### src/rtl/pipeline_hazard_ctrl_pkg.sv
// ----------------------------------------------------------------------------
// pipeline_hazard_ctrl_pkg
// Shared types for the pipeline hazard controller.
//   hz_state_t : sequencer states (normal run, data wait, halt drain, halted)
//   regbits_t  : 5-bit architectural register select
//   REG_ZERO   : register 0, which never carries a real dependency
// ----------------------------------------------------------------------------
package pipeline_hazard_ctrl_pkg;

    typedef enum logic [1:0] {
        RUN    = 2'd0,
        DWAIT  = 2'd1,
        DRAIN  = 2'd2,
        HALTED = 2'd3
    } hz_state_t;

    typedef logic [4:0] regbits_t;

    localparam regbits_t REG_ZERO = 5'd0;

endpackage

### src/rtl/pipeline_hazard_ctrl_if.sv
// ----------------------------------------------------------------------------
// pipeline_hazard_ctrl_if
// Bundle between the datapath and the hazard controller.
//   Datapath -> controller : ihit, dhit, mem_dREN, mem_dWEN, ex_MemRead,
//                            ex_wsel, id_rs, id_rt, ex_redirect, mem_halt,
//                            wrb_halt
//   Controller -> datapath : pc_en, per-latch en/flush, halt, stall_cycles
// master = datapath side, slave = controller side.
// ----------------------------------------------------------------------------
interface pipeline_hazard_ctrl_if #(
    parameter int CNT_W = 32
);
    import pipeline_hazard_ctrl_pkg::*;

    logic             ihit;
    logic             dhit;
    logic             mem_dREN;
    logic             mem_dWEN;
    logic             ex_MemRead;
    regbits_t         ex_wsel;
    regbits_t         id_rs;
    regbits_t         id_rt;
    logic             ex_redirect;
    logic             mem_halt;
    logic             wrb_halt;

    logic             pc_en;
    logic             ifid_en;
    logic             idex_en;
    logic             exmem_en;
    logic             memwb_en;
    logic             ifid_flush;
    logic             idex_flush;
    logic             exmem_flush;
    logic             memwb_flush;
    logic             halt;
    logic [CNT_W-1:0] stall_cycles;

    modport master (
        output ihit, dhit, mem_dREN, mem_dWEN, ex_MemRead, ex_wsel,
               id_rs, id_rt, ex_redirect, mem_halt, wrb_halt,
        input  pc_en, ifid_en, idex_en, exmem_en, memwb_en,
               ifid_flush, idex_flush, exmem_flush, memwb_flush,
               halt, stall_cycles
    );

    modport slave (
        input  ihit, dhit, mem_dREN, mem_dWEN, ex_MemRead, ex_wsel,
               id_rs, id_rt, ex_redirect, mem_halt, wrb_halt,
        output pc_en, ifid_en, idex_en, exmem_en, memwb_en,
               ifid_flush, idex_flush, exmem_flush, memwb_flush,
               halt, stall_cycles
    );

endinterface

### src/rtl/pipeline_hazard_ctrl_hazard_detect.sv
// ----------------------------------------------------------------------------
// pipeline_hazard_ctrl_hazard_detect
// Combinational load-use / redirect comparator.
//   i_ex_MemRead  : ID/EX holds a load
//   i_ex_wsel     : ID/EX destination register
//   i_id_rs/rt    : IF/ID source registers
//   i_ex_redirect : taken branch/jump resolved in EX
//   o_load_use    : load-use stall required (already masked by redirect)
//   o_redirect    : redirect request
// ----------------------------------------------------------------------------
module pipeline_hazard_ctrl_hazard_detect
    import pipeline_hazard_ctrl_pkg::*;
(
    input  logic     i_ex_MemRead,
    input  regbits_t i_ex_wsel,
    input  regbits_t i_id_rs,
    input  regbits_t i_id_rt,
    input  logic     i_ex_redirect,
    output logic     o_load_use,
    output logic     o_redirect
);

    logic w_dep;

    // A load into r0 never produces a usable value, so it cannot stall.
    assign w_dep = i_ex_MemRead && (i_ex_wsel != REG_ZERO) &&
                   ((i_ex_wsel == i_id_rs) || (i_ex_wsel == i_id_rt));

    // A redirect squashes the dependent instruction, so no stall is needed.
    assign o_load_use = w_dep && !i_ex_redirect;
    assign o_redirect = i_ex_redirect;

endmodule

### src/rtl/pipeline_hazard_ctrl.sv
// ----------------------------------------------------------------------------
// pipeline_hazard_ctrl
// Central sequencer for the IF/ID, ID/EX, EX/MEM and MEM/WB latches.
//   CLK  : system clock
//   nRST : asynchronous active-low reset
//   bus  : controller side of pipeline_hazard_ctrl_if (hazard inputs in,
//          PC enable, latch en/flush, halt flag and stall counter out)
// Enables and flushes are combinational from state and inputs; only the
// state, the sticky halt flag and the stall counter are registered.
// ----------------------------------------------------------------------------
module pipeline_hazard_ctrl
    import pipeline_hazard_ctrl_pkg::*;
#(
    parameter int CNT_W = 32
) (
    input  logic                   CLK,
    input  logic                   nRST,
    pipeline_hazard_ctrl_if.slave  bus
);

    localparam logic [CNT_W-1:0] CNT_ONE = CNT_W'(1);
    localparam logic [CNT_W-1:0] CNT_MAX = '1;

    hz_state_t        r_state;
    hz_state_t        w_state_nxt;
    logic             r_halt;
    logic [CNT_W-1:0] r_stall_cnt;

    logic w_load_use;
    logic w_redirect;
    logic w_mem_access;
    logic w_pc_en;
    logic w_ifid_en, w_idex_en, w_exmem_en, w_memwb_en;
    logic w_ifid_flush, w_idex_flush, w_exmem_flush, w_memwb_flush;

    pipeline_hazard_ctrl_hazard_detect u_hazard_detect (
        .i_ex_MemRead  (bus.ex_MemRead),
        .i_ex_wsel     (bus.ex_wsel),
        .i_id_rs       (bus.id_rs),
        .i_id_rt       (bus.id_rt),
        .i_ex_redirect (bus.ex_redirect),
        .o_load_use    (w_load_use),
        .o_redirect    (w_redirect)
    );

    assign w_mem_access = bus.mem_dREN || bus.mem_dWEN;

    // Priority chain: reset > HALTED > data access > halt drain >
    // redirect > load-use > instruction miss.
    always_comb begin
        w_state_nxt   = r_state;
        w_pc_en       = 1'b1;
        w_ifid_en     = 1'b1;
        w_idex_en     = 1'b1;
        w_exmem_en    = 1'b1;
        w_memwb_en    = 1'b1;
        w_ifid_flush  = 1'b0;
        w_idex_flush  = 1'b0;
        w_exmem_flush = 1'b0;
        w_memwb_flush = 1'b0;

        if (!nRST) begin
            w_pc_en       = 1'b0;
            w_ifid_en     = 1'b0;
            w_idex_en     = 1'b0;
            w_exmem_en    = 1'b0;
            w_memwb_en    = 1'b0;
            w_ifid_flush  = 1'b1;
            w_idex_flush  = 1'b1;
            w_exmem_flush = 1'b1;
            w_memwb_flush = 1'b1;
        end else if (r_state == HALTED) begin
            w_pc_en    = 1'b0;
            w_ifid_en  = 1'b0;
            w_idex_en  = 1'b0;
            w_exmem_en = 1'b0;
            w_memwb_en = 1'b0;
        end else if ((r_state == DWAIT) || ((r_state == RUN) && w_mem_access)) begin
            if (bus.dhit) begin
                // Access completes: back end advances, fetch slot is bubbled
                // because the PC held while the access was in flight.
                w_pc_en      = 1'b0;
                w_ifid_flush = 1'b1;
                w_state_nxt  = RUN;
            end else begin
                w_pc_en     = 1'b0;
                w_ifid_en   = 1'b0;
                w_idex_en   = 1'b0;
                w_exmem_en  = 1'b0;
                w_memwb_en  = 1'b0;
                w_state_nxt = DWAIT;
            end
        end else if ((r_state == DRAIN) || bus.mem_halt) begin
            // Only the halting instruction continues toward writeback.
            w_pc_en       = 1'b0;
            w_ifid_flush  = 1'b1;
            w_idex_flush  = 1'b1;
            w_exmem_flush = 1'b1;
            w_state_nxt   = ((r_state == DRAIN) && bus.wrb_halt) ? HALTED : DRAIN;
        end else if (w_redirect) begin
            w_ifid_flush = 1'b1;
            w_idex_flush = 1'b1;
        end else if (w_load_use) begin
            w_pc_en      = 1'b0;
            w_ifid_en    = 1'b0;
            w_idex_flush = 1'b1;
        end else if (!bus.ihit) begin
            w_pc_en      = 1'b0;
            w_ifid_flush = 1'b1;
        end
    end

    always_ff @(posedge CLK or negedge nRST) begin
        if (!nRST) begin
            r_state     <= RUN;
            r_halt      <= 1'b0;
            r_stall_cnt <= '0;
        end else begin
            r_state <= w_state_nxt;
            if (w_state_nxt == HALTED) begin
                r_halt <= 1'b1;
            end
            if (!w_pc_en && (r_state != HALTED) && (r_stall_cnt != CNT_MAX)) begin
                r_stall_cnt <= r_stall_cnt + CNT_ONE;
            end
        end
    end

    assign bus.pc_en        = w_pc_en;
    assign bus.ifid_en      = w_ifid_en;
    assign bus.idex_en      = w_idex_en;
    assign bus.exmem_en     = w_exmem_en;
    assign bus.memwb_en     = w_memwb_en;
    assign bus.ifid_flush   = w_ifid_flush;
    assign bus.idex_flush   = w_idex_flush;
    assign bus.exmem_flush  = w_exmem_flush;
    assign bus.memwb_flush  = w_memwb_flush;
    assign bus.halt         = r_halt;
    assign bus.stall_cycles = r_stall_cnt;

endmodule

### src/flat_wrapper.sv
// flat-port wrapper written by rule: the top's interface ports become plain ports
module pipeline_hazard_ctrl_flat import pipeline_hazard_ctrl_pkg::*;
#(
    parameter int CNT_W = 32
)
  (CLK, nRST, bus_ihit, bus_dhit, bus_mem_dREN, bus_mem_dWEN, bus_ex_MemRead, bus_ex_wsel, bus_id_rs, bus_id_rt, bus_ex_redirect, bus_mem_halt, bus_wrb_halt, bus_pc_en, bus_ifid_en, bus_idex_en, bus_exmem_en, bus_memwb_en, bus_ifid_flush, bus_idex_flush, bus_exmem_flush, bus_memwb_flush, bus_halt, bus_stall_cycles);
  pipeline_hazard_ctrl_if #(.CNT_W(CNT_W)) bus_i ();
  input  logic CLK;
  input  logic nRST;
  input wire logic [$bits(bus_i.ihit)-1:0] bus_ihit;
  input wire logic [$bits(bus_i.dhit)-1:0] bus_dhit;
  input wire logic [$bits(bus_i.mem_dREN)-1:0] bus_mem_dREN;
  input wire logic [$bits(bus_i.mem_dWEN)-1:0] bus_mem_dWEN;
  input wire logic [$bits(bus_i.ex_MemRead)-1:0] bus_ex_MemRead;
  input wire logic [$bits(bus_i.ex_wsel)-1:0] bus_ex_wsel;
  input wire logic [$bits(bus_i.id_rs)-1:0] bus_id_rs;
  input wire logic [$bits(bus_i.id_rt)-1:0] bus_id_rt;
  input wire logic [$bits(bus_i.ex_redirect)-1:0] bus_ex_redirect;
  input wire logic [$bits(bus_i.mem_halt)-1:0] bus_mem_halt;
  input wire logic [$bits(bus_i.wrb_halt)-1:0] bus_wrb_halt;
  output wire logic [$bits(bus_i.pc_en)-1:0] bus_pc_en;
  output wire logic [$bits(bus_i.ifid_en)-1:0] bus_ifid_en;
  output wire logic [$bits(bus_i.idex_en)-1:0] bus_idex_en;
  output wire logic [$bits(bus_i.exmem_en)-1:0] bus_exmem_en;
  output wire logic [$bits(bus_i.memwb_en)-1:0] bus_memwb_en;
  output wire logic [$bits(bus_i.ifid_flush)-1:0] bus_ifid_flush;
  output wire logic [$bits(bus_i.idex_flush)-1:0] bus_idex_flush;
  output wire logic [$bits(bus_i.exmem_flush)-1:0] bus_exmem_flush;
  output wire logic [$bits(bus_i.memwb_flush)-1:0] bus_memwb_flush;
  output wire logic [$bits(bus_i.halt)-1:0] bus_halt;
  output wire logic [$bits(bus_i.stall_cycles)-1:0] bus_stall_cycles;
  assign bus_i.ihit = bus_ihit;
  assign bus_i.dhit = bus_dhit;
  assign bus_i.mem_dREN = bus_mem_dREN;
  assign bus_i.mem_dWEN = bus_mem_dWEN;
  assign bus_i.ex_MemRead = bus_ex_MemRead;
  assign bus_i.ex_wsel = bus_ex_wsel;
  assign bus_i.id_rs = bus_id_rs;
  assign bus_i.id_rt = bus_id_rt;
  assign bus_i.ex_redirect = bus_ex_redirect;
  assign bus_i.mem_halt = bus_mem_halt;
  assign bus_i.wrb_halt = bus_wrb_halt;
  assign bus_pc_en = bus_i.pc_en;
  assign bus_ifid_en = bus_i.ifid_en;
  assign bus_idex_en = bus_i.idex_en;
  assign bus_exmem_en = bus_i.exmem_en;
  assign bus_memwb_en = bus_i.memwb_en;
  assign bus_ifid_flush = bus_i.ifid_flush;
  assign bus_idex_flush = bus_i.idex_flush;
  assign bus_exmem_flush = bus_i.exmem_flush;
  assign bus_memwb_flush = bus_i.memwb_flush;
  assign bus_halt = bus_i.halt;
  assign bus_stall_cycles = bus_i.stall_cycles;
  pipeline_hazard_ctrl #(.CNT_W(CNT_W)) u_core (.CLK(CLK), .nRST(nRST), .bus(bus_i));
endmodule
### config.mk
export PLATFORM = sky130hd
export DESIGN_NAME = pipeline_hazard_ctrl_flat
export DESIGN_NICKNAME = d
export VERILOG_FILES = /design/src/rtl/pipeline_hazard_ctrl_pkg.sv /design/src/rtl/pipeline_hazard_ctrl_if.sv /design/src/rtl/pipeline_hazard_ctrl_hazard_detect.sv /design/src/rtl/pipeline_hazard_ctrl.sv /design/src/flat_wrapper.sv
export SDC_FILE = /design/constraint.sdc
export NUM_CORES = 1
export LEC_CHECK = 0
export BUFFER_PORTS_ARGS = -buffer_cell sky130_fd_sc_hd__buf_2
export CAP_MARGIN = 20
export CORE_MARGIN = 1.5
export CORE_UTILIZATION = 35
export CTS_CLUSTER_DIAMETER = 80
export DETAILED_ROUTE_END_ITERATION = 12
export SLEW_MARGIN = 20
export SYNTH_ARGS = -nofsm -noshare
export SYNTH_HDL_FRONTEND = slang
export SYNTH_SLANG_ARGS = --single-unit
export TNS_END_PERCENT = 5
### constraint.sdc
create_clock -name CLK -period 2.19 [get_ports CLK]
set_input_delay 0.219 -clock CLK [delete_from_list [all_inputs] [get_ports CLK]]
set_output_delay 0.219 -clock CLK [all_outputs]
set_load 0.01 [all_outputs]
==> results.toml, run 1 <==
[sta]
setup_viol = 0
drv_slew = 0
fin_ws_ns = 0.244
final.setup.tns_ns = 0
slew_headroom_pct = 56.5
fin_crit_ns = 1.95
fin_skew_ns = 0.00537
finalHoldViolCount = 0
finalCritPeriodShare_pct = 88.9
worstMarginPinSlew_ns = 0.650
fmax_ghz = 0.514
rsz0062_at_grt = "no"

[yosys]
synth-warning-count = 0
synth.ff_latch_count = 35
ys.flop_type = "dfrtp_1"
synth_most_common_cell = "dfrtp_1"
yosysSeqAreaShare_pct = 44.8
syn_nets = 225
synthTopCellsByArea = "dfrtp_1, xnor2_1, xor2_1, nand4_1, nand2_1"
ys_top_cells_by_count = "dfrtp_1, xnor2_1, nand2_1"
ys_async_sr_fraction_pct = 100
syn_area_per_cell_um2 = 9.81
synth-edff-count = 0
synthCells = 199
yosysUniqueCellTypes = 39
netlist_area_mm2 = 0.00195
yosysTopAreaCellShare_pct = 44.8
yosysTopAreaCell = "dfrtp_1"

[setup_path]
cp_cell_sequence = "ha_1, nand3_1, nor3_2, nand4_1, o211ai_1, nor4_1, xor2_1"
r2r-end = "u_core.bus.stall_cycles[29]"
cp_slowest_cell = "dfrtp_1"
reg2reg_setup_slack_ns = 0.24
cp.required_ns = 2.34
crit_fanout = 7
crit_type = "flip-flop to flip-flop"
critPathMaxStageDelay_ns = 0.43
crit_path_start = "u_core.bus.stall_cycles[0]"
r2r_cells = 7
setup.worst_path.end = "u_core.bus.stall_cycles[29]"
cp-end-kind = "flip-flop"
critPathArrivalTime_ns = 2.10
crit-reg2reg-launch = "u_core.bus.stall_cycles[0]"
startpoint_type = "flip-flop"

[power]
finalPower_w = 0.00158
p_leak_nw = 1.21
ir_worst_vdd_uv = 343
powerDensity_mw_per_mm2 = 628

[run]
drv_cap = 0

[grt]
grt_pass1_vias = 1587
antenna_found_initial = 0
grt_overflow = 0
grt_usage_pct = 15.3
grt_start_max_net_pins = 43
grt_pass1_wl_mm = 7.36

[layout]
nNetsFinal = 300
area_delta_synth_final_pct = 28.4
fillerInstances = 540
n_antenna_cell = 0
drive_gt1_share_pct = 31.3

[route]
drt-initial-drc-count = 67
wl_mm = 4.43
vias_per_cell = 4.94
antenna_left = 0
drc = 0
dr_total_vias = 1713
wl_per_cell_um = 12.8
first_pass_iters = 4

[floorplanning]
die_h_um = 77.7
initial_utilization_pct = 35.9
die_w_um = 77.7
rows = 27
design.die.area_mm2 = 0.00604
core_area_mm2 = 0.00544
io_pins = 67

[clocking]
cts_tree = "done"
cts_sinks = 35
clockBufferDepth = 2
post-cts-setup-buffers = 0
path_clk_slew_ns = 0.07
cts_buffers = 5
insertion_delay_ns = 0.28
hold_buffers = 0
clockRootBuffer = "clkbuf_8"
h-tree-depth = 2

[status]
status = "complete, no violations"

[placement]
dp_hpwl_mm = 3.41
gp_congestion = 0.847
dp_slack_ns = 0.155
portBuffers = 66

[worst_hold_path]
holdCritPathClass = "input pin to asynchronous set/reset pin"
==> per-stage QoR <==
step	area, um2	hold WS [ns]	util (%)	std cells
5_1_grt	2510	0.0620	46.1	347
3_5_place_dp	2390	0.343	44.0	339
6_report	2510	0.0220	46.1	347
4_1_cts	2500	0.0320	45.9	347
2_1_floorplan	1950	-0.0766	-	199
3_3_place_gp	2390	0.345	44.0	339
==> how the worst min path moves through the flow <==
stage          cells past startpoint                          to  slack [ns]
3_3_place_gp                       2             u_core.bus.halt        0.34
3_5_place_dp                       2             u_core.bus.halt        0.34
5_1_grt                            2           u_core.r_state[1]        0.06
4_1_cts                            2  u_core.bus.stall_cycles[8]        0.03
2_1_floorplan                      0             u_core.bus.halt       -0.08
6_report                           2             u_core.bus.halt        0.02
==> report_power, final <==
group	leakage [nW]	internal, W	switching, W
Combinational	0.708	0.000141	0.000167
Clock	0.0505	0.000286	0.000229
Sequential	0.449	0.000690	0.0000627
==> area by class of cell <==
type                    count  area, um2  area share, %
repair buffers             73        395           15.8
multi-input cells         157       1030           41.3
inverters                   2       7.51          0.299
clock inverters             1       7.51          0.299
well taps                  72       90.1           3.59
flip-flops and latches     35        876           34.9
clock buffers               7       96.3           3.84
==> timing repair <==
item | CTS | global route
endpoints found under the hold margin | 0 | 0
gates resized for setup | 0 | 2
setup endpoints to repair | 0 | 9
==> critical path, delay by kind of cell (launching register included) <==
family / cells / cell delay, ns
adders and majority gates: 1 / 0.20
xor gates and xnor gates: 1 / 0.17
and+or+nand+nor: 4 / 0.69
AOI/OAI and AO/OA: 1 / 0.33
DFF: 1 / 0.43
==> sequential cells by signal (all words and copies together), names as in the netlist <==
| register | count |
|---|---|
| u_core.bus.halt | 1 |
| u_core.bus.stall_cycles | 32 |
| u_core.r_state | 2 |
==> cell families after synthesis <==
family | Yosys count | share of synthesized area, %
AND/OR/NAND/NOR | 95 | 26.5
adder cells (fa/ha/maj) | 1 | 0.641
XOR/XNOR | 41 | 18.4
AO/OA/AOI/OAI | 20 | 6.98
buffers and inverters | 7 | 2.69
flip-flops | 35 | 44.8
==> layout by cell type (no fill, tap or decap), types with 6 or more instances in the layout <==
master and count:
xnor2_1 29, buf_2 66, and3_1 9, nor2_1 12, nand2_1 21, dfrtp_1 35
nand4_1 15, xor2_1 12, clkbuf_8 7, nand3_1 11, buf_4 6
==> routing by layer <==
layer	routed length, um	up-vias	GRT usage, %	share of wire [%]
li1	-	853	-	-
met1	2110	822	20.8	48
met2	2100	33	24.5	47
met3	177	5	3.29	4.0
met4	35	0	4.36	0.79
met5	0	-	0	0
Note: power is estimated with default switching activity, not from simulation.
==> inputs of run 2 (changes only) <==
--- a/config.mk
+++ b/config.mk
@@ -9,10 +9,11 @@
 export CAP_MARGIN = 20
 export CORE_MARGIN = 1.5
 export CORE_UTILIZATION = 35
-export CTS_CLUSTER_DIAMETER = 80
+export CTS_CLUSTER_DIAMETER = 150
 export DETAILED_ROUTE_END_ITERATION = 12
 export SLEW_MARGIN = 20
 export SYNTH_ARGS = -nofsm -noshare
 export SYNTH_HDL_FRONTEND = slang
+export SYNTH_HIERARCHICAL = 1
 export SYNTH_SLANG_ARGS = --single-unit
 export TNS_END_PERCENT = 5
==> results.toml, run 2 <==
[worst_hold_path]
hold_start = "bus_mem_halt"
whs_path_depth = 3
holdCritPathClass = "input pin to flip-flop"

[yosys]
yosysSeqAreaShare_pct = 42.6
synth-compound-area-share_pct = 5.42
synthCells = 210
synth-xor-area-share_pct = 17.0
synth_top_family_by_area = "simple AND/OR/NAND/NOR gates"
ys_async_sr_fraction_pct = 100
synthTopCellsByArea = "dfrtp_1, xor2_1, nor4_1, nand2_1, nand3_1"
synthSimpleGateAreaFrac_pct = 28.5
synth_most_common_cell = "dfrtp_1"
ys.flop_type = "dfrtp_1"
syn_nets = 236
synth-warning-count = 6
ys_top_cells_by_count = "dfrtp_1, xor2_1, nand2_1"
yosysUniqueCellTypes = 43
muxShareOfSynthArea_pct = 1.22
synth_fa_ha_area_share_pct = 0.609
yosysTopAreaCell = "dfrtp_1"
synth.ff_latch_count = 35
netlist_area_mm2 = 0.00206
synth-edff-count = 0
syn_area_per_cell_um2 = 9.79
yosysTopAreaCellShare_pct = 42.6

[route]
dr_total_vias = 1892
drc = 0
wl_mm = 5.36
wl_per_cell_um = 14.6
first_pass_iters = 4
antenna_left = 0
vias_per_cell = 5.16
drt-initial-drc-count = 72

[sta]
setup_viol = 0
fin_crit_ns = 2.17
fmax_ghz = 0.462
worstMarginPinSlew_ns = 0.416
drv_slew = 0
finalHoldViolCount = 0
fin_ws_ns = 0.0246
fin_skew_ns = 0.00935
finalCritPeriodShare_pct = 98.9
slew_headroom_pct = 72.3
rsz0062_at_grt = "yes"

[setup_path]
cp_slowest_cell = "or4_1"
crit_path_start = "bus_ex_wsel[1]"
cp_common_cell = "buf_2"
crit_type = "input pin to output port"
crit_cells = 9
crit-reg2reg-launch = "u_core/bus.stall_cycles[19]"
critPathArrivalTime_ns = 1.95
critical-path-top-delay-family = "simple AND/OR/NAND/NOR gates"
cp_cell_sequence = "buf_2, or4_1, o21ai_2, a21oi_2, nand2b_1, a2111o_1, buf_4, inv_1, buf_2"
path_buf_inv = 4
startpoint_type = "input pin"
r2r_cells = 7
cp-end-kind = "output port"
cp.required_ns = 1.97
crit_fanout = 4
critPathMaxStageDelay_ns = 0.53

[floorplanning]
die_h_um = 79.6
initial_utilization_pct = 36.9
io_pins = 67
core_area_mm2 = 0.00557
design.die.area_mm2 = 0.00634
rows = 27
die_w_um = 79.6

[placement]
place_area_mm2 = 0.00260
gp_congestion = 0.829
dp_cells = 358
dp_slack_ns = -0.188
dp_hpwl_mm = 3.82
portBuffers = 66

[layout]
seqCellArea_um2 = 876
design_area_mm2 = 0.00283
layout_common_cells = "buf_2, dfrtp_1, xor2_1, nand2_1, buf_4"
area_delta_synth_final_pct = 37.4
nNetsFinal = 321
drive_gt1_share_pct = 40.7
final_cell_count_no_fill = 367
multi_input_area_mm2 = 0.00120
largest_reg_flops = 32
fillerInstances = 545
final_common_cell = "buf_2"
n_antenna_cell = 0

[status]
status = "complete, no violations"

[grt]
grt_pass1_vias = 1794
grt_usage_pct = 17.5
grt_overflow = 0
grt_pass1_wl_mm = 8.56
grt_start_max_net_pins = 33
antenna_found_initial = 0

[clocking]
clockBufferDepth = 2
cts_tree = "done"
clockRootBuffer = "clkbuf_8"
cts_sinks = 35
cts_buffers = 5
insertion_delay_ns = 0.29
h-tree-depth = 2
path_clk_slew_ns = 0.07

[power]
ir_worst_vdd_uv = 464
p_leak_nw = 1.44
powerDensity_mw_per_mm2 = 599

[run]
drv_cap = 0
==> run 2: cell count changes in the layout (fill, tap and decap cells not counted), sizes merged, moves of 3 or more <==
cell   change
a21o       -3
and3       -4
buf       +14
o21ai      +3
nand4      -9
nor2      -10
xor2      +22
xnor2     -23
nor3       +5
inv        +5
nor4      +17
==> run 2: cells by family (layout without fill, tap and decap cells) <==
kind of cell | after synthesis | count (layout)
flops | 35 | 35
xor+xnor | 40 | 40
compound gates | 17 | 17
buf+inv | 17 | 102
mux | 2 | 2
fa+ha+maj | 1 | 1
simple gates | 98 | 98
==> run 2: final timing paths <==
kind / to / slack [ns]
max in group asynchronous: u_core/bus.stall_cycles[16] / 1.13
max: bus_pc_en / 0.02
min: u_core/r_state[1] / 0.32
min in group asynchronous: u_core/r_state[0] / 0.38
max reg2reg: u_core/bus.stall_cycles[4] / 0.14
min reg2reg: u_core/bus.halt / 0.46
==> run 2: layer usage <==
metal,GRT usage (%),part of all wire (%),vias up
li1,-,-,921
met1,23.7,47,922
met2,26.4,47,37
met3,4.00,4.1,12
met4,7.89,2.1,0
met5,0,0,-
==> run 2: repair_timing <==
| item | in CTS | in global routing |
|---|---|---|
| endpoints found under the setup margin | 1 | 30 |
| pin swaps | 1 | 0 |
| gates resized for setup | 0 | 21 |
| setup buffers | 1 | 0 |
| endpoints found under the hold margin | 3 | 0 |
| hold buffers | 1 | 0 |
==> run 2: where the power goes <==
part / switching (W) / internal, W / leakage, nW / total (W)
clock network: 0.000232 / 0.000247 / 0.0470 / 0.000479
logic: 0.000231 / 0.000210 / 0.939 / 0.000441
registers: 0.0000683 / 0.000702 / 0.454 / 0.000771
total: 0.000532 / 0.00116 / 1.44 / 0.00169
==> run 2: layout make-up <==
cell class	instances	share of cell area [%]
Multi-Input combinational cell	158	42.6
Sequential cell	35	31.0
Timing Repair Buffer	88	19.2
Tap cell	72	3.19
Clock buffer	6	2.92
Inverter	7	0.930
Clock inverter	1	0.177
==> run 2: tightest hold or removal path, delay by kind of cell <==
kind | cells | cell delay [ns]
compound gates | 1 | 0.11
buf+inv | 1 | 0.14
simple gates | 1 | 0.08
==> run 2: metrics by stage <==
stage          setup TNS (ns)  utilization (%)  hold WS (ns)  total power (W)
6_report                    0             50.7         0.317          0.00169
5_1_grt               -0.0826             50.7         0.304          0.00178
4_1_cts                     0             48.5         0.288          0.00169
3_5_place_dp            -4.31             46.6        0.0843          0.00120
3_3_place_gp            -2.91             46.6        0.0792          0.00120
2_1_floorplan               0                -       -0.0766         0.000994
==> inputs of run 3 (changes only) <==
--- a/config.mk
+++ b/config.mk
@@ -8,9 +8,11 @@
 export BUFFER_PORTS_ARGS = -buffer_cell sky130_fd_sc_hd__buf_2
 export CAP_MARGIN = 20
 export CORE_MARGIN = 1.5
-export CORE_UTILIZATION = 35
+export CORE_UTILIZATION = 51
 export CTS_CLUSTER_DIAMETER = 150
 export DETAILED_ROUTE_END_ITERATION = 12
+export PLACE_DENSITY = 0.8
+export REMOVE_ABC_BUFFERS = 1
 export SLEW_MARGIN = 20
 export SYNTH_ARGS = -nofsm -noshare
 export SYNTH_HDL_FRONTEND = slang
==> results.toml, run 3 (synthesis results as in run 2) <==
[status]
status = "finished, violations left"
violations = "negative hold slack"

[layout]
layout_common_cells = "buf_2, dfrtp_1, xor2_1, nand2_1"
design_area_mm2 = 0.00266
utilization_pct = 70.6
drive_gt1_share_pct = 35.6
nNetsFinal = 320
fillerInstances = 303
final_common_cell = "buf_2"
n_antenna_cell = 0
area_delta_synth_final_pct = 29.5
largest_reg_flops = 32

[grt]
antenna_found_initial = 0
grt_pass1_wl_mm = 7.95
grt_usage_pct = 24.1
use_met2_pct = 38.8
grt_overflow = 0
busiest_layer = "met2"
grt_pass1_vias = 1729
grt_start_max_net_pins = 43
use_met1_pct = 31.7
grt_use_met3_pct = 6.76

[clocking]
clockRootBuffer = "clkbuf_8"
h-tree-depth = 2
clockBufferDepth = 2
insertion_delay_ns = 0.29
post-cts-setup-buffers = 0
path_clk_slew_ns = 0.07
cts_sinks = 35
cts_buffers = 5
cts_tree = "done"

[setup_path]
crit_fanout = 19
r2r_cells = 6
startpoint_type = "flip-flop"
reg2reg_setup_slack_ns = 0.02
critical-path-top-delay-family = "simple AND/OR/NAND/NOR gates"
critPathArrivalTime_ns = 2.33
cp_cell_sequence = "nand2_1, or4_1, nor4_2, buf_12, nor2_2, mux2_4"
crit_type = "flip-flop to flip-flop"
cp_slowest_cell = "or4_1"
critPathMaxStageDelay_ns = 0.57
cp.required_ns = 2.36
cp-end-kind = "flip-flop"
path_buf_inv = 1
crit_cells = 6

[route]
drc = 0
wl_mm = 4.72
drt-initial-drc-count = 86
first_pass_iters = 4
dr_total_vias = 1873
wl_per_cell_um = 13.8
antenna_left = 0
vias_per_cell = 5.46

[floorplanning]
rows = 22
io_pins = 67
die_h_um = 66.5
core_area_mm2 = 0.00377
die_w_um = 66.5
design.die.area_mm2 = 0.00442
initial_utilization_pct = 54.5

[worst_hold_path]
holdCritPathClass = "input pin to asynchronous set/reset pin"

[sta]
drv_slew = 0
finalHoldViolCount = 13
fmax_ghz = 0.461
worstMarginPinSlew_ns = 0.484
holdWs_ns = -0.00572
slew_headroom_pct = 67.8
fin_ws_ns = 0.0231
setup_viol = 0
rsz0062_at_grt = "yes"
finalCritPeriodShare_pct = 98.9
fin_skew_ns = 0.00723
fin_crit_ns = 2.17

[power]
ir_worst_vdd_uv = 451
powerDensity_mw_per_mm2 = 608
p_leak_nw = 1.43

[placement]
dp_hpwl_mm = 3.58
gp_congestion = 0.824
place_area_mm2 = 0.00257
portBuffers = 66
dp_slack_ns = -0.187

[run]
drv_cap = 0
## run 3: worst paths after layout
kind,from,endpoint
max,u_core/bus.stall_cycles[19],u_core/bus.stall_cycles[1]
min,nRST,u_core/bus.stall_cycles[5]
max reg2reg,u_core/bus.stall_cycles[19],u_core/bus.stall_cycles[1]
min reg2reg,u_core/bus.halt,u_core/bus.halt
max in group asynchronous,nRST,u_core/bus.stall_cycles[22]
min in group CLK,bus_mem_halt,u_core/r_state[1]
## run 3: through the flow
stage               setup TNS, ns  instances  power [W]  hold slack [ns]
finish                          0        343    0.00162         -0.00572
global route               -0.275        343    0.00171           0.0290
CTS                             0        343    0.00163          0.00917
detailed placement          -2.47        335    0.00118            0.318
global placement            -1.14        335    0.00117            0.309
floorplan                   -6.82        200   0.000974          -0.0766
## run 3: metal layers
metal	wire, um	up-vias
met3	217	7
li1	-	921
met2	2280	48
met1	2160	897
met5	0	-
met4	62	0
## run 3: cell type report
type                            count  area [um2]  share of cell area [%]
Clock buffer                        5        68.8                    2.58
Timing Repair Buffer               87         526                    19.7
Multi-Input combinational cell    158        1090                    41.0
Tap cell                           48        60.1                    2.26
Sequential cell                    35         876                    32.9
Inverter                            7        26.3                   0.987
Clock inverter                      3        15.0                   0.564
## run 3: repair_timing
item,CTS,global route
endpoints found under the setup margin,1,13
resized for setup,0,1
pin swaps,1,1
hold buffers,0,0
## run 3: where the power goes
part           total [W]  internal [W]  switching [W]
Sequential      0.000781      0.000703      0.0000784
Clock           0.000443      0.000217       0.000226
Combinational   0.000394      0.000190       0.000203
